`config.mk`:
```
export PLATFORM = sky130hd
export DESIGN_NAME = sw8_in_flat
export DESIGN_NICKNAME = d
export VERILOG_FILES = /design/src/rtl/sw8_in_if.sv /design/src/rtl/sw8_in.sv /design/src/flat_wrapper.sv
export SDC_FILE = /design/constraint.sdc
export NUM_CORES = 1
export LEC_CHECK = 0
export ABC_AREA = 1
export ABC_CLOCK_PERIOD_IN_PS = 1800
export CELL_PAD_IN_SITES_DETAIL_PLACEMENT = 1
export CELL_PAD_IN_SITES_GLOBAL_PLACEMENT = 1
export CORE_ASPECT_RATIO = 0.8
export CORE_UTILIZATION = 33
export CTS_CLUSTER_SIZE = 28
export DETAILED_ROUTE_END_ITERATION = 12
export PLACE_DENSITY = 0.85
export SYNTH_ARGS = -nofsm -noshare
export SYNTH_HDL_FRONTEND = slang
export SYNTH_SLANG_ARGS = --single-unit
```
`constraint.sdc`:
```
create_clock -name clock -period 1.8 [get_ports clock]
set_clock_uncertainty 0.15 [all_clocks]
set_input_delay 0.36 -clock clock [delete_from_list [all_inputs] [get_ports clock]]
set_output_delay 0.36 -clock clock [all_outputs]
set_load 0.05 [all_outputs]
```
`src/rtl/sw8_in_if.sv`:
```
// sw8_in_if: IO-bus signals of the 8-bit switch input port (pins, acknowledge, data/state words).
interface sw8_in_if;
  logic [7:0]  in_pins;
  logic        read_flag;
  logic [31:0] out_data;
  logic [31:0] state_reg;
  modport master (output in_pins, read_flag, input out_data, state_reg);
  modport slave (input in_pins, read_flag, output out_data, state_reg);
endinterface

```
`src/rtl/sw8_in.sv`:
```
// sw8_in: synchronized, debounced 8-bit switch input with sticky valid; optional overrun flag via SW8_OVERRUN_EN.
module sw8_in #(
  parameter int DEBOUNCE_CYCLES = 255
) (
  input  logic     clock,
  input  logic     reset,
  sw8_in_if.slave  bus
);
  typedef enum logic [1:0] {IDLE, SETTLE, CAPTURE} state_t;
  localparam logic [23:0] LAST = 24'(DEBOUNCE_CYCLES - 1);
  state_t      state_q, state_d;
  logic [7:0]  s1_q, sync_q, stable_q, stable_d, cand_q, cand_d, data_q, data_d;
  logic [23:0] cnt_q, cnt_d;
  logic        valid_q, valid_d, ov;
  always_comb begin
    state_d  = state_q;
    stable_d = stable_q;
    cand_d   = cand_q;
    cnt_d    = cnt_q;
    data_d   = data_q;
    valid_d  = bus.read_flag ? 1'b0 : valid_q;
    case (state_q)
      IDLE: begin
        cnt_d = '0;
        if (sync_q != stable_q) begin
          cand_d  = sync_q;
          state_d = SETTLE;
        end
      end
      SETTLE: begin
        if (sync_q != cand_q) begin
          if (sync_q == stable_q) state_d = IDLE;
          else begin
            cand_d = sync_q;
            cnt_d  = '0;
          end
        end else begin
          cnt_d = cnt_q + 24'd1;
          if (cnt_q == LAST) state_d = CAPTURE;
        end
      end
      default: begin
        stable_d = cand_q;
        data_d   = cand_q;
        valid_d  = 1'b1;
        state_d  = IDLE;
      end
    endcase
  end
`ifdef SW8_OVERRUN_EN
  logic ov_q, ov_d;
  // A capture that coincides with the acknowledge never raises overrun.
  always_comb ov_d = ~bus.read_flag & (ov_q | (state_q == CAPTURE && valid_q));
  assign ov = ov_q;
`else
  assign ov = 1'b0;
`endif
  always_ff @(posedge clock) begin
    if (reset) begin
      state_q  <= IDLE;
      s1_q     <= '0;
      sync_q   <= '0;
      stable_q <= '0;
      cand_q   <= '0;
      cnt_q    <= '0;
      data_q   <= '0;
      valid_q  <= 1'b0;
`ifdef SW8_OVERRUN_EN
      ov_q     <= 1'b0;
`endif
    end else begin
      state_q  <= state_d;
      s1_q     <= bus.in_pins;
      sync_q   <= s1_q;
      stable_q <= stable_d;
      cand_q   <= cand_d;
      cnt_q    <= cnt_d;
      data_q   <= data_d;
      valid_q  <= valid_d;
`ifdef SW8_OVERRUN_EN
      ov_q     <= ov_d;
`endif
    end
  end
  assign bus.out_data  = {24'h000000, data_q};
  assign bus.state_reg = {30'h0, ov, valid_q};
endmodule

```
`src/flat_wrapper.sv`:
```
// flat-port wrapper written by rule: the top's interface ports become plain ports
module sw8_in_flat 
#(
  parameter int DEBOUNCE_CYCLES = 255
)
  (clock, reset, bus_in_pins, bus_read_flag, bus_out_data, bus_state_reg);
  sw8_in_if bus_i ();
  input  logic clock;
  input  logic reset;
  input wire logic [$bits(bus_i.in_pins)-1:0] bus_in_pins;
  input wire logic [$bits(bus_i.read_flag)-1:0] bus_read_flag;
  output wire logic [$bits(bus_i.out_data)-1:0] bus_out_data;
  output wire logic [$bits(bus_i.state_reg)-1:0] bus_state_reg;
  assign bus_i.in_pins = bus_in_pins;
  assign bus_i.read_flag = bus_read_flag;
  assign bus_out_data = bus_i.out_data;
  assign bus_state_reg = bus_i.state_reg;
  sw8_in #(.DEBOUNCE_CYCLES(DEBOUNCE_CYCLES)) u_core (.clock(clock), .reset(reset), .bus(bus_i));
endmodule
```
### Yosys cells after proc, flatten, opt, wreduce, memory -nomap -nowiden

Index checks and enable logic that the tools add are counted.

| word-level totals | value |
|---|---|
| register bits | 59 |
| word-level logic and storage cells | 40 |

| cells by class | value |
|---|---|
| add/subtract/negate cells | 1 |
| equal/unequal tests | 12 |
| muxes and demuxes | 14 |
| reductions and logical operators | 6 |

Operators with widths:

| operator | number |
|---|---|
| $mux 24 | 2 |
| $pmux 24 s2 | 1 |
| $add 24x1->24 const B | 1 |
| $eq 24x8->1 const B | 1 |
| $mux 8 | 3 |
| $ne 8x8->1 | 2 |
| $pmux 8 s2 | 1 |
| $eq 8x8->1 | 1 |
| $mux 2 | 4 |
| $ne 2x1->1 const B | 3 |
| $ne 3x3->1 const B | 2 |
| $pmux 2 s2 | 1 |
| $reduce_and 4->1 | 1 |
| $ne 3x1->1 const B | 1 |
| $reduce_and 3->1 | 1 |
| $eq 2x1->1 const B | 1 |
| $logic_not 2->1 | 1 |
| $mux 1 | 2 |
| $ne 2x2->1 const B | 1 |
| $reduce_and 2->1 | 1 |
| $reduce_bool 2->1 | 1 |
| $reduce_or 2->1 | 1 |

### Logic depth before layout (Yosys ltp)

Gate-level depths: netlist (run 1).

| depth | value |
|---|---|
| word-level depth | 4 |
| mapped depth | 13 |
| gate-level depth less buffers | 13 |

### Least setup slack after synthesis (run 1)

OpenSTA, ideal clock, no wires.

| timing | value |
|---|---|
| kind | flip-flop to flip-flop |
| from | reg u_core.stable_q[5] |
| to | reg u_core.cnt_q[5] |
| arrival time | 1709 ps |
| setup slack | -130 ps |
| stages on the path, launching flop included | 12 |
| buffers on the path | 1 |
| period minus slack after synthesis | 1930 ps |
| path through | dfxtp_1 inv_1 nand2_1 nand2_1 nor2_1 nand2_1 nor2_4 nand3_4 nand2_4 buf_12 nand2_4 a21oi_2 |

| on the way | value |
|---|---|
| word-level cells in the longest chain between the ends | 3 |

Ends and longest elaborated chain:

| element | RTL line | text |
|---|---|---|
| start: declaration | sw8_in.sv:12 | `logic [7:0] s1_q, sync_q, stable_q, stable_d, cand_q, cand_d, data_q, data_d;` |
| start signal: assignment | sw8_in.sv:75 | `stable_q <= stable_d;` |
| $eq 8x8->1 | sw8_in.sv:32 | `if (sync_q == stable_q) state_d = IDLE;` |
| $ne 3x3->1 (no source line) | n/a |  |
| $reduce_and 2->1 (no source line) | n/a |  |
| end signal: assignment | sw8_in.sv:77 | `cnt_q <= cnt_d;` |
| end: declaration | sw8_in.sv:13 | `logic [23:0] cnt_q, cnt_d;` |

No other way between the ends.
A chain may end at the register's enable or synchronous reset.

### Worst setup path in the final report (run 1)

| timing | value |
|---|---|
| from | reg u_core.sync_q[5] |
| to | reg u_core.cnt_q[12] |

| on the way | value |
|---|---|
| word-level cells in the longest chain between the ends | 3 |
| elaborated cells between the ends (all ways) | 6 |
| classes of those cells | 3 x eq/ne; 2 x mux; 1 x reduce/logical |

Ends and longest elaborated chain:

| element | RTL line | text |
|---|---|---|
| start: declaration | sw8_in.sv:12 |  |
| start signal: assignment | sw8_in.sv:74 | `sync_q <= s1_q;` |
| $ne 8x8->1 or $eq 8x8->1 (tied branches) | sw8_in.sv:31, sw8_in.sv:32 |  |
| $mux 24 or $ne 3x3->1 (tied branches) | n/a |  |
| $pmux 24 s2 or $reduce_and 2->1 (tied branches) | n/a |  |

Parallel ways exist; a longest one is shown, timed or not.

==> results of run 1 <==
[cell families after synthesis]
family,count (synthesis)
adder cells (fa/ha/maj),2
other,1
XOR/XNOR,8
flip-flops,59
AND/OR/NAND/NOR,294
buffers and inverters,149
AO/OA/AOI/OAI,57
[synthesized netlist by cell type (2+ instances only)]
library cell and count:
nor3_1 2, inv_1 73, clkbuf_1 4, nor2_1 69
nor2_2 7, ha_1 2, a21oi_2 21, dfxtp_1 59
buf_2 3, inv_2 5, buf_1 3, nand3_1 27
xor2_1 4, nand2_2 20, o21ai_1 2, buf_4 57
nand2_1 138, a21oi_1 17, nand4_1 19, or2_2 2
xnor2_1 4, o21ai_0 16, nand2_4 6
[state kept, by name, summed over array words and instances, names as in the netlist]
signal	count
u_core.stable_q	8
u_core.s1_q	8
u_core.sync_q	8
u_core.cand_q	8
u_core.state_q	2
u_core.valid_q	1
u_core.cnt_q	24
[worst register-to-register path, cell delays in order (launching register included)]
cell     delay, ns
dfxtp_2       0.38
inv_2         0.06
nand2_1       0.07
nand2_1       0.06
nor2_1        0.14
nand2_1       0.12
nor2_4        0.18
nand3_4       0.12
nand2_8       0.14
buf_12        0.15
nand2_2       0.06
a21oi_2       0.13
[through the flow]
stage | power, mW | utilization
global placement | 2.70 | 0.367
global route | 5.03 | 0.430
CTS | 4.50 | 0.395
detailed placement | 2.75 | 0.367
finish | 4.85 | 0.430
floorplan | 2.55 | -
[path summary, 6_finish.rpt]
path | start | endpoint | slack [ns] | cells after the start
min | u_core.s1_q[2] | u_core.sync_q[2] | 0.24 | 2
max reg2reg | u_core.sync_q[5] | u_core.cnt_q[12] | -0.04 | 11
max | u_core.sync_q[5] | u_core.cnt_q[12] | -0.04 | 11
min reg2reg | u_core.s1_q[2] | u_core.sync_q[2] | 0.24 | 2
[layer usage]
metal	global-route usage	vias up	wire length [um]	part of all wire
met4	0.0750	0	481	0.037
li1	-	1758	-	-
met5	0	-	0	0
met2	0.350	149	6460	0.49
met3	0.0350	41	665	0.051
met1	0.242	1852	5540	0.42
[cell usage in the layout, fill, tap and decap left out, types with 14 or more instances in the layout]
cell type and instances:
nand3_1 26, nand2_2 33, a21oi_1 16, nand2_1 120
nor2_1 56, conb_1 55, inv_1 63, nand4_1 19
dfxtp_2 14, dfxtp_1 31, a21oi_2 22, buf_4 42
nor2_2 14, dfxtp_4 14
[power by group]
group | internal [mW] | switching, mW
registers | 1.39 | 0.0782
logic | 0.528 | 1.10
clock network | 1.08 | 0.682
total | 3.00 | 1.86
[final cells by class]
cell class	instances	area [um^2]	share of cell area
Clock inverter	5	62.6	0.0132
Inverter	79	302	0.0635
Sequential cell	59	1250	0.263
Multi-Input combinational cell	416	2170	0.457
Timing Repair Buffer	60	553	0.116
Tap cell	144	180	0.0379
Clock buffer	11	233	0.0490
[what timing repair did]
| item | 4_1_cts | 5_1_grt |
|---|---|---|
| gates resized for setup | 6 | 95 |
| hold endpoints to repair | 0 | 0 |
| hold buffers | 0 | 0 |
| pin swaps | 0 | 20 |
| setup buffers | 0 | 16 |
| cloned | 0 | 1 |
| endpoints found under the setup margin | 21 | 34 |
==> metrics.md, run 1 <==
| Metric | Value |
|---|---|
| CP bufs+invs | `2` |
| Worst-case clock buffer depth | `2` |
| HP Class | `flop to flop` |
| Max cap viols | `0` |
| Share of layout cells above drive strength 1 | `0.321` |
| Sequential-to-total area share from yosys stat | `0.311` |
| Clk_lat worst skew | `0.34 ns` |
| Compound-cell area share of the yosys netlist | `0.0964` |
| Row count | `34` |
| Fin nets | `638` |
| Area Growth Syn to Fin | `24.9%` |
| Sequence of cells on the critical path | `inv_2 > nand2_1 > nand2_1 > nor2_1 > nand2_1 > nor2_4 > nand3_4 > nand2_8 > buf_12 > nand2_2 > a21oi_2` |
| WS Path Type | `flop to flop` |
| RSZ-0062 raised after global routing | `yes` |
| Final setup vio count | `14` |
| Post-synth ARST share | `0` |
| Top Ports | `75` |
| Routed WL per cell | `17.0 um` |
| Initial DRC count | `230` |
| Minimum clock period | `1.84 ns` |
| Worst slack, placed | `-0.00811 ns` |
| F_max | `0.544 GHz` |
| CP Launch Type | `flop` |
| Status | `complete, but fails checks` |
| Initial antenna violation count | `0` |
| Die width | `122 um` |
| Post-Synth XOR/XNOR Area | `0.0184` |
| Initial Util | `0.344` |
| Area share of the largest cell type after synthesis | `0.311` |
| Max incr delay on CP | `0.38 ns` |
| CP Max Fanout | `8` |
| Via/cell ratio | `4.91` |
| Cells after Synth | `570` |
| Simple-gate share of the synthesized area | `0.354` |
| Failing checks | `negative setup slack` |
| Top post-synthesis cells by area | `dfxtp_1 (31%), nand2_1 (14%), buf_4 (11%)` |
| Core ar. | `0.0111 mm^2` |
| Crit-path slowest cell | `dfxtp_2` |
| Die ar. | `0.0120 mm^2` |
| WP data required | `1.91 ns` |
| Number of synthesized register bits | `59` |
| Final WS setup | `-0.0399 ns` |
| # DRC | `0` |
| Clock Tree Root | `clkbuf_16` |
| Mux cell area share after synthesis | `0` |
| Tcrit/Tclk final | `1.02` |
| Dominant synthesized flop cell | `dfxtp_1` |
| Cell area after synthesis | `0.00380 mm^2` |
| TritonCTS buffer count | `9` |
| First-pass GRT wire length | `18.5 mm` |
| TritonCTS clock tree | `done` |
| Peak VDD IR | `424 uV` |
| Crit. End Element | `flop` |
| PortBufs | `19` |
| H-Tree Level Count | `3` |
| Ys Warns | `0` |
| WHS | `0.244 ns` |
| Post-synthesis adder-cell area fraction | `0.00658` |
| HPWL Detailed | `8.25 mm` |
| Number of diodes | `0` |
| Layout Cells excl Fill | `774` |
| Setup TNS | `-0.195 ns` |
| Critical Path AT | `1.95 ns` |
| Pwr per Cell Area | `1020 mW/mm^2` |
| Placed Instances | `741` |
| Worst path most repeated cell | `nand2_1` |
| Crit path max-delay family | `simple AND/OR/NAND/NOR gates` |
| Clock sinks | `59` |
| Pin count of the biggest net entering global routing | `22` |
| Design Area, Final | `0.00475 mm^2` |
| DR vias | `3,800` |
| Post-synth EDFFs | `0` |
| Main combinational cell family by area after synthesis | `simple AND/OR/NAND/NOR gates` |
| Yosys cell types | `33` |
| Yosys top cell by area | `dfxtp_1` |
| Final Hold Fails | `0` |
| Final Max Tran Viols | `0` |
| Detail Route Antenna Nets | `0` |
| GRT Total Usage | `0.200` |
| Number of global-route vias before repair | `3,691` |
| Leakage | `2.10 nW` |
| DP Area | `0.00406 mm^2` |
| First-pass iteration count of the detailed router | `5` |
| Total wire length | `13.1 mm` |
| Congestion Overflow GR | `0` |
| Syn avg cell area | `6.67 um^2` |
| Clock slew at reported path FFs | `0.06 ns` |
| GPL Wtd Cong | `0.940` |
| Layout fillers | `1,425` |
| Die H | `98.0 um` |
Note: power is estimated with default switching activity, not from simulation.
==> inputs of run 2 (changes only) <==
Settings changed: GPL_ROUTABILITY_DRIVEN set to 0.
==> results of run 2 <==
Same layout as run 1: the final DEF is identical, and so are final timing and power.
